**src/rtl/encoder_sweep_capture_if.sv**
```systemverilog
// Bus bundle between the sweep/capture stage and the encoder under test.
// The master side is the sweep stage; the slave side is the encoder plus
// whatever drives start and reads the result table.
interface encoder_sweep_capture_if #(
   parameter int N_IN  = 4,
   parameter int N_OUT = 4
);
   logic              start_i;
   logic [N_IN-1:0]   operand_a_o;
   logic [N_OUT-1:0]  result_i;
   logic              busy_o;
   logic              done_o;
   logic              collision_o;
   logic [15:0]       signature_o;
   logic [N_IN-1:0]   rd_addr_i;
   logic [N_OUT-1:0]  rd_data_o;

   modport master (
      input  start_i, result_i, rd_addr_i,
      output operand_a_o, busy_o, done_o, collision_o, signature_o, rd_data_o
   );

   modport slave (
      output start_i, result_i, rd_addr_i,
      input  operand_a_o, busy_o, done_o, collision_o, signature_o, rd_data_o
   );
endinterface

```
**src/rtl/encoder_sweep_capture.sv**
```systemverilog
// Exhaustive sweep driver for a registered encoder: issues every input code
// once, captures each result into a per-code table, folds the results into a
// 16-bit MISR signature and flags codes that map onto the same result.
module encoder_sweep_capture #(
   parameter int          N_IN      = 4,
   parameter int          N_OUT     = 4,
   parameter int          LATENCY   = 1,
   parameter logic [15:0] MISR_POLY = 16'hB400
) (
   input logic                   clk_ci,
   input logic                   rst_i,
   encoder_sweep_capture_if.master bus
);
   localparam int DEPTH  = 1 << N_IN;
   localparam int SEEN_N = 1 << N_OUT;
   localparam logic [N_IN-1:0] LAST_CODE = {N_IN{1'b1}};

   localparam logic [1:0] ST_IDLE  = 2'd0;
   localparam logic [1:0] ST_SWEEP = 2'd1;
   localparam logic [1:0] ST_DRAIN = 2'd2;
   localparam logic [1:0] ST_DONE  = 2'd3;

   logic [1:0]        state;
   logic [N_IN-1:0]   operand;
   logic              trk_vld_p  [LATENCY];
   logic [N_IN-1:0]   trk_code_p [LATENCY];
   logic [N_OUT-1:0]  mem        [DEPTH];
   logic [SEEN_N-1:0] seen;
   logic              collision;
   logic [15:0]       signature;
   logic [N_OUT-1:0]  rd_data;

   logic              start_ok;
   logic              capture;
   logic [N_IN-1:0]   head_code;

   // Results wider than 16 bits are folded by XOR-ing their 16-bit slices;
   // narrower results simply zero-extend.
   function automatic logic [15:0] fold16(input logic [N_OUT-1:0] r);
      logic [15:0] f;
      f = '0;
      for (int i = 0; i < N_OUT; i++) f[i % 16] = f[i % 16] ^ r[i];
      return f;
   endfunction

   function automatic logic [15:0] misr_next(input logic [15:0] s, input logic [N_OUT-1:0] r);
      return {s[14:0], 1'b0} ^ (s[15] ? MISR_POLY : 16'h0000) ^ fold16(r);
   endfunction

   assign start_ok  = bus.start_i && (state == ST_IDLE || state == ST_DONE);
   assign capture   = trk_vld_p[LATENCY-1];
   assign head_code = trk_code_p[LATENCY-1];

   // Sequencer: walks the codes in unsigned order, then waits for the last capture.
   always_ff @(posedge clk_ci or posedge rst_i) begin
      if (rst_i) begin
         state   <= ST_IDLE;
         operand <= '0;
      end else begin
         case (state)
            ST_IDLE, ST_DONE: begin
               if (bus.start_i) begin
                  state   <= ST_SWEEP;
                  operand <= '0;
               end
            end
            ST_SWEEP: begin
               if (operand == LAST_CODE) begin
                  state   <= ST_DRAIN;
                  operand <= '0;
               end else begin
                  operand <= operand + 1'b1;
               end
            end
            ST_DRAIN: begin
               if (capture && head_code == LAST_CODE) state <= ST_DONE;
            end
            default: state <= ST_IDLE;
         endcase
      end
   end

   // Alignment pipe: the head pairs result_i with the code that produced it.
   always_ff @(posedge clk_ci or posedge rst_i) begin
      if (rst_i) begin
         for (int i = 0; i < LATENCY; i++) begin
            trk_vld_p[i]  <= 1'b0;
            trk_code_p[i] <= '0;
         end
      end else begin
         trk_vld_p[0]  <= (state == ST_SWEEP);
         trk_code_p[0] <= operand;
         for (int i = 1; i < LATENCY; i++) begin
            trk_vld_p[i]  <= trk_vld_p[i-1];
            trk_code_p[i] <= trk_code_p[i-1];
         end
      end
   end

   // Result table: overwritten by each sweep, only reset clears it.
   always_ff @(posedge clk_ci or posedge rst_i) begin
      if (rst_i) begin
         for (int i = 0; i < DEPTH; i++) mem[i] <= '0;
      end else if (capture) begin
         mem[head_code] <= bus.result_i;
      end
   end

   // Signature and injectivity tracking, re-armed by every accepted start.
   always_ff @(posedge clk_ci or posedge rst_i) begin
      if (rst_i) begin
         signature <= '0;
         seen      <= '0;
         collision <= 1'b0;
      end else if (start_ok) begin
         signature <= '0;
         seen      <= '0;
         collision <= 1'b0;
      end else if (capture) begin
         signature <= misr_next(signature, bus.result_i);
         if (seen[bus.result_i]) collision <= 1'b1;
         seen[bus.result_i] <= 1'b1;
      end
   end

   // Registered read port; a same-cycle capture to the addressed entry shows next cycle.
   always_ff @(posedge clk_ci or posedge rst_i) begin
      if (rst_i) rd_data <= '0;
      else       rd_data <= mem[bus.rd_addr_i];
   end

   assign bus.operand_a_o = operand;
   assign bus.busy_o      = (state == ST_SWEEP) || (state == ST_DRAIN);
   assign bus.done_o      = (state == ST_DONE);
   assign bus.collision_o = collision;
   assign bus.signature_o = signature;
   assign bus.rd_data_o   = rd_data;
endmodule

```
**src/flat_wrapper.sv**
```systemverilog
// flat-port wrapper written by rule: the top's interface ports become plain ports
module encoder_sweep_capture_flat 
#(
   parameter int          N_IN      = 4,
   parameter int          N_OUT     = 4,
   parameter int          LATENCY   = 1,
   parameter logic [15:0] MISR_POLY = 16'hB400
)
  (clk_ci, rst_i, bus_start_i, bus_result_i, bus_rd_addr_i, bus_operand_a_o, bus_busy_o, bus_done_o, bus_collision_o, bus_signature_o, bus_rd_data_o);
  encoder_sweep_capture_if #(.N_IN(N_IN), .N_OUT(N_OUT)) bus_i ();
  input logic clk_ci;
  input logic rst_i;
  input wire logic [$bits(bus_i.start_i)-1:0] bus_start_i;
  input wire logic [$bits(bus_i.result_i)-1:0] bus_result_i;
  input wire logic [$bits(bus_i.rd_addr_i)-1:0] bus_rd_addr_i;
  output wire logic [$bits(bus_i.operand_a_o)-1:0] bus_operand_a_o;
  output wire logic [$bits(bus_i.busy_o)-1:0] bus_busy_o;
  output wire logic [$bits(bus_i.done_o)-1:0] bus_done_o;
  output wire logic [$bits(bus_i.collision_o)-1:0] bus_collision_o;
  output wire logic [$bits(bus_i.signature_o)-1:0] bus_signature_o;
  output wire logic [$bits(bus_i.rd_data_o)-1:0] bus_rd_data_o;
  assign bus_i.start_i = bus_start_i;
  assign bus_i.result_i = bus_result_i;
  assign bus_i.rd_addr_i = bus_rd_addr_i;
  assign bus_operand_a_o = bus_i.operand_a_o;
  assign bus_busy_o = bus_i.busy_o;
  assign bus_done_o = bus_i.done_o;
  assign bus_collision_o = bus_i.collision_o;
  assign bus_signature_o = bus_i.signature_o;
  assign bus_rd_data_o = bus_i.rd_data_o;
  encoder_sweep_capture #(.N_IN(N_IN), .N_OUT(N_OUT), .LATENCY(LATENCY), .MISR_POLY(MISR_POLY)) u_core (.clk_ci(clk_ci), .rst_i(rst_i), .bus(bus_i));
endmodule
```
**config.mk**
```make
export PLATFORM = sky130hd
export DESIGN_NAME = encoder_sweep_capture_flat
export DESIGN_NICKNAME = d
export VERILOG_FILES = /design/src/rtl/encoder_sweep_capture_if.sv /design/src/rtl/encoder_sweep_capture.sv /design/src/flat_wrapper.sv
export SDC_FILE = /design/constraint.sdc
export NUM_CORES = 1
export LEC_CHECK = 0
export CORE_MARGIN = 4
export CORE_UTILIZATION = 50
export CTS_BUF_LIST = sky130_fd_sc_hd__clkbuf_4 sky130_fd_sc_hd__clkbuf_8 sky130_fd_sc_hd__clkbuf_16
export CTS_CLUSTER_DIAMETER = 40
export DETAILED_ROUTE_END_ITERATION = 6
export GPL_TIMING_DRIVEN = 0
export PLACE_DENSITY = 0.7
export SLEW_MARGIN = 20
export SYNTH_ARGS = -nofsm -noshare
export SYNTH_HDL_FRONTEND = slang
export SYNTH_SLANG_ARGS = --single-unit
```
**constraint.sdc**
```tcl
create_clock -name clk_ci -period 5.8 [get_ports clk_ci]
set_input_delay 1.74 -clock clk_ci [delete_from_list [all_inputs] [get_ports clk_ci]]
set_output_delay 1.74 -clock clk_ci [all_outputs]
set_load 0.05 [all_outputs]
```
==> results.toml, run 1 <==
[power_and_ir_drop]
p_per_area_nw_per_um2 = 455
peakVddDrop_uv = 380
intPower_mw = 1.59
clkPwrFrac_pct = 16.8
power_frac_comb_pct = 39.0
power_frac_seq_pct = 44.3
p_leak_nw = 2.36
p_sw_mw = 0.998
switching_share_pct = 38.5
power_mw = 2.59

[finish]
final_cells = 560
nFillCells = 825
final_layout_size_suffix_gt1_share_pct = 22.7
nNetsFinal = 438
finalInstanceArea_sq_um = 5700
areaGrowthSynthToFinish_pct = 14.7
num_antenna_cells = 0

[place]
dp_hpwl_mm = 7.08
dp_slack_ns = 1.83
io_buffers = 35
place_area_sq_um = 5520
placed_cells = 544
place_congestion = 0.819

[worst_setup_path]
r2r_cells = 6
worstSetupPathType = "reg -> out"
crit_start = "u_core.state[0]"
regToRegSetupSlack_ns = 3.91
cp.arrival_ns = 2.12
cp_max_fo = 5
r2r-end = "u_core.bus.collision_o"
r2r_start = "u_core.state[0]"
required_ns = 4.06
worstSetupEndpoint = "bus_busy_o"
endpoint_kind = "output port"
cp-start-kind = "flip-flop"

[yosys]
synth.most_common_cell = "dfrtp_1"
yosysSeqAreaShare_pct = 56.4
synth_top_family_by_area = "multiplexers"
ys_top_cells_by_area = "dfrtp_1, mux2_2, mux4_2"
ys_async_sr_fraction_pct = 100
yosys-top-cells-count = "dfrtp_1, mux2_2, nand2_1, nor2_1"
synthAdderAreaFrac_pct = 1.26
yosysTopAreaCell = "dfrtp_1"
syn-num-nets = 391
synth_cell_types = 35
synthSimpleGateAreaFrac_pct = 8.14
ys.flop_type = "dfrtp_1"
ys_ff_latch = 112
synth_top_area_share_pct = 56.4
synth-edff-count = 0
synth_area_sq_um = 4970
syn-instance-count = 375
post_synth.cell_area_avg_sq_um = 13.2
ys_warn_count = 0
muxShareOfSynthArea_pct = 25.3
synth_compound_area_share_pct = 5.27
synth_xor_area_share_pct = 1.23

[grt]
grt_pass1_wl_mm = 17.3
grt_overflow = 0
antenna_found_initial = 0
grt_max_degree = 84
track_usage_pct = 19.5
grt_pass1_vias = 3293

[timing]
tightest_slew_ns = 0.580
rsz0062_at_grt = "no"
fin_crit_sh_pct = 66.5
slew_violations = 0
finalClockSkew_ns = 0.0102
slew_headroom_pct = 61.3
hold_viol = 0
setup_viol = 0
layout_setup_ws_ns = 1.94
period_needed_ns = 3.86
max_freq_ghz = 0.259

[route]
drtPass1Iterations = 4
via_count = 3137
drc = 0
first_iter_violations = 217
wirelength_mm = 10.1
routed_via_density = 5.60
antenna_left = 0
avgRoutedWirePerCell_um = 18.1

[clock_tree]
cts-root-buf = "clkbuf_8"
cts_setup_buffers = 0
insertion_delay_ns = 0.37
clock-sinks = 112
cts_resized = 0
htree_levels = 3
cts_made_buffers = 9
clkTransAtPathRegs_ns = 0.10
ctsHoldBuffers = 0
cts_buffer_depth = 2
cts_tree = "built"

[die]
die_area_sq_um = 11600
die_h_um = 108
rows = 36
die_x_um = 108
core_sq_um = 9730
start_util_pct = 51.0
ioPinCount = 38

[hold_path]
min_path_type = "reg -> reg"

[status]
status = "finished, final reports clean"

[job]
max_cap_viol_count = 0
## registers in the layout (all words and copies together), names as in the netlist
name	cells
u_core.mem	64
u_core.bus.operand_a_o	4
u_core.seen	16
u_core.bus.collision_o	1
u_core.capture	1
u_core.bus.signature_o	16
u_core.head_code	4
u_core.state	2
u_core.bus.rd_data_o	4
## power groups by stage
stage                     clock network (mW)  registers (mW)  logic [mW]
after CTS                              0.447            1.15        1.02
after global placement                     0            1.15       0.994
after floorplan                            0            1.33       0.532
final                                  0.434            1.15        1.01
after detailed placement                   0            1.16        1.02
after global routing                   0.479            1.18        1.09
## stage by stage
step / hold WS (ns) / utilization (%) / setup TNS [ns]
2_1_floorplan: 0.444 / - / 0
3_3_place_gp: 0.452 / 56.4 / -49.61
3_5_place_dp: 0.452 / 56.7 / 0
4_1_cts: 0.477 / 58.6 / 0
5_1_grt: 0.514 / 58.6 / 0
6_report: 0.477 / 58.6 / 0
## worst max-delay path: stages (launching register included)
cell,delay [ns]
dfrtp_1,0.41
inv_1,0.08
ha_1,0.36
inv_1,0.10
clkdlybuf4s50_1,0.80
## metal layers
layer	vias to the layer above	GRT usage, %	part of all wire, %
li1	1437	-	-
met1	1608	28.5	47
met2	88	30.5	47
met3	4	4.62	5.3
met4	0	3.43	0.54
met5	-	0	0
## kinds of logic (layout without fill, tap and decap cells)
group | count (synthesis) | after routing
flip-flops | 112 | 112
AND/OR/NAND/NOR | 91 | 91
multiplexers | 89 | 89
AO/OA/AOI/OAI | 43 | 43
buffers and inverters | 28 | 80
XOR/XNOR | 7 | 7
adder cells (fa/ha/maj) | 5 | 5
## how the worst min path moves through the flow
stage                              startpoint  slack (ns)  cells after the start                   to
floorplan                      u_core.seen[4]        0.44                      2       u_core.seen[4]
global placement    u_core.bus.operand_a_o[1]        0.45                      0  u_core.head_code[1]
detailed placement  u_core.bus.operand_a_o[1]        0.45                      0  u_core.head_code[1]
CTS                 u_core.bus.operand_a_o[1]        0.48                      0  u_core.head_code[1]
global route                   u_core.mem[60]        0.51                      2       u_core.mem[60]
finish              u_core.bus.operand_a_o[1]        0.48                      0  u_core.head_code[1]
## area by class of cell
class	count	area (sq um)	area share [%]
sequential	112	2800	49.2
multi-input combinational	235	2050	35.9
timing repair buffer	36	378	6.63
tap	133	166	2.92
clock buffer	12	153	2.68
buffer	20	87.6	1.54
inverter	8	35.0	0.615
clock inverter	4	30.0	0.527
## cell usage in the layout, fill, tap and decap left out, types with 10 or more instances in the layout
cell type        synthesis  routed
dfrtp_1                112     112
mux2_2                  52      52
nand2_1                 36      36
clkdlybuf4s50_1          0      35
nor2_1                  30      30
o21ai_0                 24      24
mux4_2                  24      24
clkbuf_1                16      16
mux2i_1                 13      13
clkbuf_8                 0      10
(Power assumes the default switching activity.)
==> run 2: changes to the inputs <==
PLACE_DENSITY = 0.73   (was 0.7)
clock period = 3.5 ns   (was 5.8 ns; I/O delays follow)
==> results.toml, run 2 (synthesis gave the netlist of run 1 again) <==
[status]
status = "finished, final reports clean"

[worst_setup_path]
cp.arrival_ns = 2.13
endpoint_kind = "output port"
cp_max_fo = 5
regToRegSetupSlack_ns = 1.63
cp-start-kind = "flip-flop"
required_ns = 2.45
worstSetupPathType = "reg -> out"

[timing]
rsz0062_at_grt = "no"
setup_viol = 0
tightest_slew_ns = 0.592
slew_headroom_pct = 60.5
max_freq_ghz = 0.315
period_needed_ns = 3.18
fin_crit_sh_pct = 90.8
fin_tns_setup_ns = 0
finalClockSkew_ns = 0.0109
hold_viol = 0
slew_violations = 0

[route]
wirelength_mm = 10.7
drtPass1Iterations = 4
via_count = 3162
drc = 0
routed_via_density = 5.62
avgRoutedWirePerCell_um = 18.9
first_iter_violations = 190
antenna_left = 0

[clock_tree]
ctsHoldBuffers = 0
cts-root-buf = "clkbuf_8"
cts_tree = "built"
cts_made_buffers = 9
cts_setup_buffers = 0
clkTransAtPathRegs_ns = 0.10
clock-sinks = 112
htree_levels = 3
cts_resized = 0
cts_buffer_depth = 2
insertion_delay_ns = 0.37

[die]
die_h_um = 108
start_util_pct = 51.0
core_sq_um = 9730
ioPinCount = 38
die_x_um = 108
rows = 36
die_area_sq_um = 11600

[grt]
grt_pass1_vias = 3364
grt_pass1_wl_mm = 17.9
grt_overflow = 0
track_usage_pct = 20.3
antenna_found_initial = 0
grt_max_degree = 29

[finish]
final_common_cell = "dfrtp_1"
areaGrowthSynthToFinish_pct = 16.7
finalInstanceArea_sq_um = 5800
num_antenna_cells = 0
final_layout_size_suffix_gt1_share_pct = 23.3
largest_register_ffs = 64
final_cell_mix = "dfrtp_1, mux2_2, nand2_1"
top_register = "u_core.mem"
final_cells = 563
nNetsFinal = 441

[power_and_ir_drop]
p_leak_nw = 2.41
peakVddDrop_uv = 564
p_per_area_nw_per_um2 = 760

[place]
placed_cells = 547
place_area_sq_um = 5580
dp_hpwl_mm = 7.74
io_buffers = 35
place_congestion = 0.783

[job]
max_cap_viol_count = 0

[hold_path]
min_path_type = "reg -> reg"
-- run 2: stage by stage --
step	total power, mW	setup WS, ns	utilization [%]	hold WS (ns)
2_1_floorplan	3.09	1.03	-	0.444
4_1_cts	4.44	0.299	59.6	0.484
6_report	4.40	0.321	59.6	0.481
5_1_grt	4.67	0.209	59.6	0.502
3_5_place_dp	3.63	0.371	57.4	0.460
3_3_place_gp	3.55	0.0725	56.4	0.456
-- run 2: layout make-up --
| class | count | area, sq um |
|---|---|---|
| buffer | 20 | 87.6 |
| clock buffer | 10 | 138 |
| clock inverter | 6 | 76.3 |
| fill | 810 | 3930 |
| inverter | 8 | 33.8 |
| multi-input combinational | 235 | 2050 |
| sequential | 112 | 2800 |
| tap | 133 | 166 |
| timing repair buffer | 39 | 445 |
-- run 2: power breakdown --
| part | switching [mW] | internal (mW) |
|---|---|---|
| combinational | 0.990 | 0.698 |
| clock | 0.447 | 0.362 |
| sequential | 0.251 | 1.66 |
| total | 1.69 | 2.72 |
-- run 2: path summary, 6_finish.rpt --
kind | start | to | cells past startpoint
min in group asynchronous | rst_i | u_core.mem[56] | 2
worst max-delay path | u_core.state[0] | bus_busy_o | 4
max in group asynchronous | rst_i | u_core.mem[5] | 5
worst max register to register | u_core.state[0] | u_core.bus.collision_o | 6
worst min-delay path | u_core.bus.operand_a_o[1] | u_core.head_code[1] | 0
worst min register to register | u_core.bus.operand_a_o[1] | u_core.head_code[1] | 0
-- run 2: critical path: stages, from the launching register on --
cell	delay [ns]
dfrtp_1	0.41
inv_1	0.08
ha_1	0.36
inv_1	0.10
clkdlybuf4s50_1	0.80
-- run 2: per-layer routing --
layer  vias to the layer above  track usage [%]  wire (um)
li1                       1437                -          -
met1                      1624             28.6       4720
met2                        87             31.6       5180
met3                        14             4.32        596
met4                         0             6.76        151
met5                         -                0          0
==> run 3: changes to the inputs <==
CAP_MARGIN = 0   (was not set)
CORE_UTILIZATION = 30   (was 50)
PLACE_DENSITY = not set   (was 0.73)
==> results.toml, run 3 (synthesis gave the netlist of run 1 again) <==
[timing]
slew_violations = 0
fin_tns_setup_ns = 0
slew_headroom_pct = 49.7
hold_viol = 0
finalClockSkew_ns = 0.00826
tightest_slew_ns = 0.753
setup_viol = 0
period_needed_ns = 3.16
fin_crit_sh_pct = 90.3
rsz0062_at_grt = "no"
max_freq_ghz = 0.316
hold_ws_ns = 0.471

[clock_tree]
insertion_delay_ns = 0.35
clkTransAtPathRegs_ns = 0.07
cts_tree = "built"
cts_made_buffers = 9
cts_setup_buffers = 0
cts-root-buf = "clkbuf_16"
cts_resized = 0
cts_buffer_depth = 2
ctsHoldBuffers = 0
clock-sinks = 112
htree_levels = 3

[place]
dp_hpwl_mm = 7.82
io_buffers = 35
place_area_sq_um = 5660
place_congestion = 0.772

[grt]
grt_overflow = 0
grt_pass1_wl_mm = 18.3
grt_max_degree = 37
grt_pass1_vias = 3285
antenna_found_initial = 0
track_usage_pct = 12.8

[route]
wirelength_mm = 11.0
routed_via_density = 4.87
drc = 0
first_iter_violations = 176
antenna_left = 0
drtPass1Iterations = 4
avgRoutedWirePerCell_um = 17.1
via_count = 3138

[worst_setup_path]
r2r_cells = 6
cp-start-kind = "flip-flop"
cp.arrival_ns = 2.11
worstSetupPathType = "reg -> out"
required_ns = 2.45
endpoint_kind = "output port"
cp_max_fo = 5

[die]
rows = 46
ioPinCount = 38
die_area_sq_um = 18700
die_x_um = 137
start_util_pct = 30.9
die_h_um = 137
core_sq_um = 16100

[finish]
areaGrowthSynthToFinish_pct = 20.1
num_antenna_cells = 0
fin_util_pct = 37.2
nFillCells = 1527
nNetsFinal = 440
finalInstanceArea_sq_um = 5970
regArea_sq_um = 2800
largest_register_ffs = 64
multi_input_area_sq_um = 2050
final_layout_size_suffix_gt1_share_pct = 23.1
final_common_cell = "dfrtp_1"
final_cell_mix = "dfrtp_1, mux2_2, nand2_1"
top_register = "u_core.mem"

[status]
status = "finished, final reports clean"

[power_and_ir_drop]
power_mw = 4.64
p_leak_nw = 2.43
peakVddDrop_uv = 525
p_per_area_nw_per_um2 = 779

[hold_path]
min_path_type = "reg -> reg"
whs_path_depth = 0

[job]
max_cap_viol_count = 0
==> run 3: changes by cell type in the layout (fill, tap and decap cells not counted), moves of 2 or more <==
| cell | delta |
|---|---|
| clkbuf_16 | +9 |
| clkinv_2 | +2 |
| clkinvlp_4 | +2 |
| clkbuf_8 | -8 |
| clkinv_4 | -3 |
==> run 3: worst paths after layout <==
kind | startpoint | endpoint | slack (ns)
hold reg to reg | u_core.bus.operand_a_o[1] | u_core.head_code[1] | 0.47
hold / removal | u_core.bus.operand_a_o[1] | u_core.head_code[1] | 0.47
setup / recovery | u_core.state[0] | bus_busy_o | 0.34
min in group asynchronous | rst_i | u_core.seen[9] | 1.18
setup reg to reg | u_core.state[0] | u_core.bus.collision_o | 1.59
max in group asynchronous | rst_i | u_core.mem[15] | 1.56
==> run 3: routing by layer <==
layer / up-vias / GRT usage [%] / part of all wire (%)
met4: 0 / 4.26 / 1.5
met3: 12 / 3.57 / 4.9
li1: 1434 / - / -
met5: - / 0 / 0
met1: 1625 / 17.9 / 48
met2: 67 / 19.1 / 46
==> run 3: final cells by class <==
| type | count | area share (%) |
|---|---|---|
| Clock buffer | 11 | 4.24 |
| Clock inverter | 5 | 0.923 |
| Sequential cell | 112 | 47.0 |
| Timing Repair Buffer | 38 | 7.01 |
| Tap cell | 216 | 4.53 |
| Buffer | 20 | 1.47 |
| Multi-Input combinational cell | 235 | 34.3 |
| Inverter | 8 | 0.566 |
==> run 3: power by group <==
part	internal (mW)	leakage, nW	switching, mW
registers	1.66	1.38	0.244
logic	0.696	0.903	0.997
clock network	0.592	0.148	0.458
total	2.95	2.43	1.70
==> run 3: worst max-delay path: stages (launching register included) <==
cell and delay [ns]:
dfrtp_1 0.40, inv_1 0.08, ha_1 0.37, inv_1 0.10, clkdlybuf4s50_1 0.81
==> run 3: through the flow <==
stage                     instances  setup slack (ns)
after global placement          626            0.0597
after detailed placement        629             0.162
final                           645             0.339
after floorplan                 375              1.03
after CTS                       645             0.321
after global routing            645             0.257
